<file path="src/rtl/data_cache_if.sv">
// CPU-side and memory-side signal bundle for the direct-mapped data cache.
// Latency: none, wires only.
// Backpressure: BUSYWAIT stalls the CPU; MEM_BUSYWAIT stalls the cache.
interface data_cache_if;
    logic        READ;
    logic        WRITE;
    logic [7:0]  ADDRESS;
    logic [7:0]  WRITEDATA;
    logic [7:0]  READDATA;
    logic        BUSYWAIT;
    logic        MEM_READ;
    logic        MEM_WRITE;
    logic [5:0]  MEM_ADDRESS;
    logic [31:0] MEM_WRITEDATA;
    logic [31:0] MEM_READDATA;
    logic        MEM_BUSYWAIT;

    // Cache side: consumes CPU requests and memory responses.
    modport slave (
        input  READ, WRITE, ADDRESS, WRITEDATA, MEM_READDATA, MEM_BUSYWAIT,
        output READDATA, BUSYWAIT, MEM_READ, MEM_WRITE, MEM_ADDRESS, MEM_WRITEDATA
    );

    // Environment side: CPU plus main memory.
    modport master (
        output READ, WRITE, ADDRESS, WRITEDATA, MEM_READDATA, MEM_BUSYWAIT,
        input  READDATA, BUSYWAIT, MEM_READ, MEM_WRITE, MEM_ADDRESS, MEM_WRITEDATA
    );
endinterface

</file>
<file path="src/rtl/data_cache.sv">
// Direct-mapped 8-line cache of 4-byte blocks with write-back, write-allocate policy.
// Latency: hits resolve combinationally; misses take 1 + memory cycles (+ writeback cycles if dirty).
// Backpressure: BUSYWAIT stalls the CPU during a miss; each memory phase waits for MEM_BUSYWAIT=0.
module data_cache (
    input  logic           CLK,
    input  logic           RESET,
    data_cache_if.slave    bus
);

    typedef enum logic [1:0] {
        IDLE      = 2'd0,
        WRITEBACK = 2'd1,
        FETCH     = 2'd2
    } state_t;

    state_t      state;
    state_t      state_nxt;

    // Valid/dirty are reset; tags and data are left as-is since valid gates them.
    logic [7:0]  valid;
    logic [7:0]  dirty;
    logic [2:0]  tag_mem  [8];
    logic [31:0] data_mem [8];

    logic [2:0]  req_tag;
    logic [2:0]  idx;
    logic [1:0]  off;
    logic        req;
    logic        hit;
    logic [31:0] line;
    logic        fill_done;
    logic        wb_done;
    logic        wr_hit;

    assign req_tag = bus.ADDRESS[7:5];
    assign idx     = bus.ADDRESS[4:2];
    assign off     = bus.ADDRESS[1:0];
    assign req     = bus.READ | bus.WRITE;
    assign line    = data_mem[idx];
    assign hit     = valid[idx] & (tag_mem[idx] == req_tag);

    // A WRITE with READ also high is treated as a store.
    assign wr_hit    = (state == IDLE) & bus.WRITE & hit;
    assign fill_done = (state == FETCH) & ~bus.MEM_BUSYWAIT;
    assign wb_done   = (state == WRITEBACK) & ~bus.MEM_BUSYWAIT;

    // Load data is the addressed byte of the indexed line; only meaningful on an IDLE hit.
    assign bus.READDATA = line[{off, 3'b000} +: 8];

    // State register; reset drops straight to IDLE, abandoning any memory transaction.
    always_ff @(posedge CLK or negedge RESET) begin
        if (!RESET) begin
            state <= IDLE;
        end else begin
            state <= state_nxt;
        end
    end

    // Next-state and memory/CPU handshake outputs.
    always_comb begin
        state_nxt         = state;
        bus.BUSYWAIT      = 1'b0;
        bus.MEM_READ      = 1'b0;
        bus.MEM_WRITE     = 1'b0;
        bus.MEM_ADDRESS   = 6'd0;
        bus.MEM_WRITEDATA = 32'd0;
        case (state)
            IDLE: begin
                if (req && !hit) begin
                    bus.BUSYWAIT = 1'b1;
                    state_nxt    = (valid[idx] && dirty[idx]) ? WRITEBACK : FETCH;
                end
            end
            WRITEBACK: begin
                bus.BUSYWAIT      = 1'b1;
                bus.MEM_WRITE     = 1'b1;
                bus.MEM_ADDRESS   = {tag_mem[idx], idx};
                bus.MEM_WRITEDATA = line;
                // If the CPU has withdrawn its request there is nothing to fetch.
                if (!bus.MEM_BUSYWAIT) begin
                    state_nxt = req ? FETCH : IDLE;
                end
            end
            FETCH: begin
                bus.BUSYWAIT    = 1'b1;
                bus.MEM_READ    = 1'b1;
                bus.MEM_ADDRESS = {req_tag, idx};
                if (!bus.MEM_BUSYWAIT) begin
                    state_nxt = IDLE;
                end
            end
            default: begin
                state_nxt = IDLE;
            end
        endcase
    end

    // Line status: a fill makes the line valid and clean, a finished writeback
    // leaves it clean, a store hit marks it dirty.
    always_ff @(posedge CLK or negedge RESET) begin
        if (!RESET) begin
            valid <= 8'd0;
            dirty <= 8'd0;
        end else if (fill_done) begin
            valid[idx] <= 1'b1;
            dirty[idx] <= 1'b0;
        end else if (wb_done) begin
            dirty[idx] <= 1'b0;
        end else if (wr_hit) begin
            dirty[idx] <= 1'b1;
        end
    end

    // Tag and data arrays: block load on fill completion, byte merge on store hit.
    always_ff @(posedge CLK) begin
        if (fill_done) begin
            tag_mem[idx]  <= req_tag;
            data_mem[idx] <= bus.MEM_READDATA;
        end else if (wr_hit) begin
            data_mem[idx][{off, 3'b000} +: 8] <= bus.WRITEDATA;
        end
    end

endmodule

</file>
<file path="src/flat_wrapper.sv">
// flat-port wrapper written by rule: the top's interface ports become plain ports
module data_cache_flat 
  (CLK, RESET, bus_READ, bus_WRITE, bus_ADDRESS, bus_WRITEDATA, bus_MEM_READDATA, bus_MEM_BUSYWAIT, bus_READDATA, bus_BUSYWAIT, bus_MEM_READ, bus_MEM_WRITE, bus_MEM_ADDRESS, bus_MEM_WRITEDATA);
  data_cache_if bus_i ();
  input  logic CLK;
  input  logic RESET;
  input wire logic [$bits(bus_i.READ)-1:0] bus_READ;
  input wire logic [$bits(bus_i.WRITE)-1:0] bus_WRITE;
  input wire logic [$bits(bus_i.ADDRESS)-1:0] bus_ADDRESS;
  input wire logic [$bits(bus_i.WRITEDATA)-1:0] bus_WRITEDATA;
  input wire logic [$bits(bus_i.MEM_READDATA)-1:0] bus_MEM_READDATA;
  input wire logic [$bits(bus_i.MEM_BUSYWAIT)-1:0] bus_MEM_BUSYWAIT;
  output wire logic [$bits(bus_i.READDATA)-1:0] bus_READDATA;
  output wire logic [$bits(bus_i.BUSYWAIT)-1:0] bus_BUSYWAIT;
  output wire logic [$bits(bus_i.MEM_READ)-1:0] bus_MEM_READ;
  output wire logic [$bits(bus_i.MEM_WRITE)-1:0] bus_MEM_WRITE;
  output wire logic [$bits(bus_i.MEM_ADDRESS)-1:0] bus_MEM_ADDRESS;
  output wire logic [$bits(bus_i.MEM_WRITEDATA)-1:0] bus_MEM_WRITEDATA;
  assign bus_i.READ = bus_READ;
  assign bus_i.WRITE = bus_WRITE;
  assign bus_i.ADDRESS = bus_ADDRESS;
  assign bus_i.WRITEDATA = bus_WRITEDATA;
  assign bus_i.MEM_READDATA = bus_MEM_READDATA;
  assign bus_i.MEM_BUSYWAIT = bus_MEM_BUSYWAIT;
  assign bus_READDATA = bus_i.READDATA;
  assign bus_BUSYWAIT = bus_i.BUSYWAIT;
  assign bus_MEM_READ = bus_i.MEM_READ;
  assign bus_MEM_WRITE = bus_i.MEM_WRITE;
  assign bus_MEM_ADDRESS = bus_i.MEM_ADDRESS;
  assign bus_MEM_WRITEDATA = bus_i.MEM_WRITEDATA;
  data_cache u_core (.CLK(CLK), .RESET(RESET), .bus(bus_i));
endmodule
</file>
<file path="config.mk">
export PLATFORM = sky130hd
export DESIGN_NAME = data_cache_flat
export DESIGN_NICKNAME = d
export VERILOG_FILES = /design/src/rtl/data_cache_if.sv /design/src/rtl/data_cache.sv /design/src/flat_wrapper.sv
export SDC_FILE = /design/constraint.sdc
export NUM_CORES = 1
export LEC_CHECK = 0
export CAP_MARGIN = 40
export CORE_MARGIN = 4
export CORE_UTILIZATION = 30
export CTS_CLUSTER_DIAMETER = 40
export DETAILED_ROUTE_END_ITERATION = 8
export SLEW_MARGIN = 20
export SYNTH_ARGS = -nofsm -noshare
export SYNTH_HDL_FRONTEND = slang
export SYNTH_SLANG_ARGS = --single-unit
</file>
<file path="constraint.sdc">
create_clock -name CLK -period 2.6 [get_ports CLK]
set_input_delay 0.39 -clock CLK [delete_from_list [all_inputs] [get_ports CLK]]
set_output_delay 0.39 -clock CLK [all_outputs]
set_load 0.01 [all_outputs]
</file>
==> impl_metrics.json, run 1 <==
{
  "status": "finished, violations left",
  "vias_per_cell": 5.16,
  "start_util_pct": 30.3,
  "place_congestion": 0.926,
  "worstPathCellList": "mux2_4 -> a221oi_2 -> a21oi_1 -> a221o_1 -> mux4_2 -> buf_6",
  "pre_cts_ws_ps": -781,
  "syn_to_final_growth_pct": 44.3,
  "slew_viol_final": 0,
  "synthAdderAreaFrac_pct": 0.864,
  "postSynthCellCount": 895,
  "die_width_um": 216,
  "layout.cells.non_filler": 1857,
  "slowest_stage": "mux4_2",
  "drtIter0Drc": 1007,
  "path_class": "flop to output port",
  "antenna_found_initial": 1,
  "yosysWarnings": 0,
  "synth-main-ff-cell": "edfxtp_1",
  "cp_max_fo": 2,
  "numCtsBuffers": 38,
  "min_period_over_period_pct": 113,
  "synth_top_family_by_area": "multiplexers",
  "dr_wl_met3_um": 4480,
  "required_ps": 2210,
  "synth_xor_area_share_pct": 0.192,
  "regToRegSetupSlack_ps": 20,
  "synth.avg_cell_area_um2": 14.6,
  "synth_compound_area_share_pct": 9.29,
  "routed_wl_um": 44700,
  "wl_met1_um": 19300,
  "syn_area_um2": 13000,
  "clk_pin_slew_worst_paths_ps": 60,
  "r2r_cells": 10,
  "skew_ps": 23.5,
  "synthArstFlopShare_pct": 6.04,
  "portBuffers": 101,
  "yosys_register_bits": 298,
  "placeableCoreArea_um2": 43000,
  "met2_length_um": 19900,
  "antenna_left": 0,
  "fmax_mhz": 341,
  "crit_path_start_kind": "flop",
  "p_leak_uw": 0.00687,
  "power-per-cell-area_nw_per_um2": 672,
  "first_global_vias": 9510,
  "dpl.cell_count": 1756,
  "crit_path_end_kind": "output port",
  "overflow": 0,
  "numClockSinks": 298,
  "grt_pass1_wl_um": 65000,
  "clock_latency_ps": 540,
  "cap_violations": 0,
  "clock_path_buffers": 3,
  "max_slew_margin_pct": 60.2,
  "top_layer_used": "met5",
  "critPathMaxStageDelay_ps": 540,
  "cp.arrival_ps": 2540,
  "yosysUniqueCellTypes": 49,
  "root_buffer": "clkbuf_16",
  "violations": "negative setup slack",
  "dp_hpwl_um": 31800,
  "synth_edf_count": 280,
  "drc_errors": 0,
  "fin_ws_ps": -334,
  "wl_per_cell_um": 24.1,
  "grt_setup_unrepaired": "true",
  "ys_seq_area_share_pct": 67.9,
  "grt_usage_pct": 18.6,
  "fin_nets": 1306,
  "cts_htree_levels": 2,
  "most-common-layout-cells": "edfxtp_1 (280), buf_4 (185), nand2_1 (70)",
  "worstMarginPinSlew_ps": 596,
  "synth_nets": 957,
  "worst-path-stages": 6,
  "ctsHoldBuffers": 0,
  "grt_max_degree": 35,
  "hold_viol_final": 0,
  "hold_class": "input port to async pin",
  "ios": 102,
  "dpl_cell_area_um2": 16400,
  "layout_commonest_cell": "edfxtp_1",
  "layout-drive-gt1-share_pct": 41.7,
  "synthMuxAreaShare_pct": 10.0,
  "final_cell_area_um2": 18800,
  "peakVddDrop_mv": 0.392,
  "dieArea_um2": 46900,
  "setup_violations": 15,
  "layout_min_cycle_time_ps": 2930,
  "synth_simple_gate_area_share_pct": 8.73,
  "critPathBufInv": 1,
  "rows": 76,
  "hold_slack_ps": 210,
  "vias": 9586,
  "cp_top_family": "multiplexers",
  "antenna_cells": 0,
  "first_pass_iters": 5,
  "fin_total_pwr_uw": 12600,
  "die_y_um": 216,
  "cts_tree": "built"
}
==> area by class of cell <==
| type | instances | area [µm²] |
|---|---|---|
| clock inverter | 25 | 205 |
| tap | 585 | 732 |
| fill | 3895 | 24200 |
| inverter | 50 | 191 |
| clock buffer | 43 | 991 |
| sequential | 298 | 8860 |
| multi-input combinational | 506 | 4520 |
| timing repair buffer | 350 | 3310 |
==> metal layers <==
layer | track usage, % | vias to the layer above
met5 | 0 | -
met3 | 3.84 | 82
met4 | 4.86 | 2
met2 | 28.5 | 540
li1 | - | 4133
met1 | 27.2 | 4829
==> synthesized netlist by cell type (5+ instances only) <==
library cell / instances / area share, %
inv_1: 47 / 1.4
mux4_2: 19 / 3.3
nand2b_1: 5 / 0.24
a221o_1: 11 / 0.84
clkbuf_1: 18 / 0.52
a21oi_1: 34 / 1.3
a22o_1: 7 / 0.47
a221oi_1: 29 / 1.9
mux2_2: 23 / 2.0
o22ai_1: 6 / 0.29
buf_2: 12 / 0.46
a22oi_1: 29 / 1.7
o21ai_0: 19 / 0.73
and2_1: 33 / 1.6
nand3_1: 8 / 0.31
buf_1: 5 / 0.14
edfxtp_1: 280 / 64
or2_2: 11 / 0.53
mux2i_1: 59 / 4.5
dfrtp_1: 18 / 3.5
nand2_1: 78 / 2.2
ha_1: 9 / 0.86
nor2_1: 77 / 2.2
o221ai_1: 5 / 0.34
==> worst register-to-register path: stages (launching register included) <==
cell	delay, ps
edfxtp_1	360
mux2_4	290
a22oi_2	250
a21o_1	210
nand4_4	130
buf_8	160
nor4_4	310
buf_12	200
buf_8	130
mux2i_2	230
buf_6	170
==> flip-flops by register name (all words and copies together) (netlist names), named ones only <==
| name | cells |
|---|---|
| u_core.state | 2 |
| u_core.data_mem | 256 |
| u_core.valid | 8 |
| u_core.tag_mem | 24 |
==> path summary, 6_finish.rpt <==
path	from	to
min in group CLK	bus_ADDRESS[2]	flop
worst min register to register	u_core.valid[2]$_DFFE_PN0P_	u_core.valid[2]$_DFFE_PN0P_
max in group asynchronous	RESET	async pin
worst max register to register	u_core.tag_mem[0][2]$_DFFE_PP_	u_core.data_mem[4][21]$_DFFE_PP_
worst max-delay path	u_core.data_mem[1][21]$_DFFE_PP_	bus_READDATA[5]
worst min-delay path	RESET	u_core.valid[5]$_DFFE_PN0P_
==> logic make-up (layout without fill, tap and decap cells) <==
group                      Yosys count  in the layout
buffers and inverters               91            468
DFF                                298            298
muxes                              103            103
adders and majority gates            9              9
and+or+nand+nor                    233            233
xor gates and xnor gates             2              2
AOI/OAI and AO/OA                  159            159
==> through the flow <==
step	setup TNS, ps	utilization, %
6_report	-2700	43.8
5_1_grt	-5450	43.8
4_1_cts	-2510	42.6
3_5_place_dp	-289620	38.1
3_3_place_gp	-263460	38.1
2_1_floorplan	-18020	-
==> power breakdown <==
part           leakage, µW  internal [µW]  switching (µW)
Combinational      0.00355            980            1160
Clock             0.000577           2890            2070
Sequential         0.00275           5470            71.1
==> what timing repair did <==
| item | CTS | global route |
|---|---|---|
| pin swaps | 28 | 23 |
| resized for setup | 278 | 110 |
| setup buffers | 20 | 20 |
| setup endpoints to repair | 273 | 394 |
| gates cloned | 2 | 0 |
No activity file was read; power rests on OpenSTA's default activity.
==> inputs of run 2 (changes only) <==
--- a/config.mk
+++ b/config.mk
@@ -10,6 +10,7 @@
 export CORE_UTILIZATION = 30
 export CTS_CLUSTER_DIAMETER = 40
 export DETAILED_ROUTE_END_ITERATION = 8
+export GPL_TIMING_DRIVEN = 1
 export SLEW_MARGIN = 20
 export SYNTH_ARGS = -nofsm -noshare
 export SYNTH_HDL_FRONTEND = slang
==> results of run 2 <==
No change in the layout: final DEF, timing and power equal those of run 1.
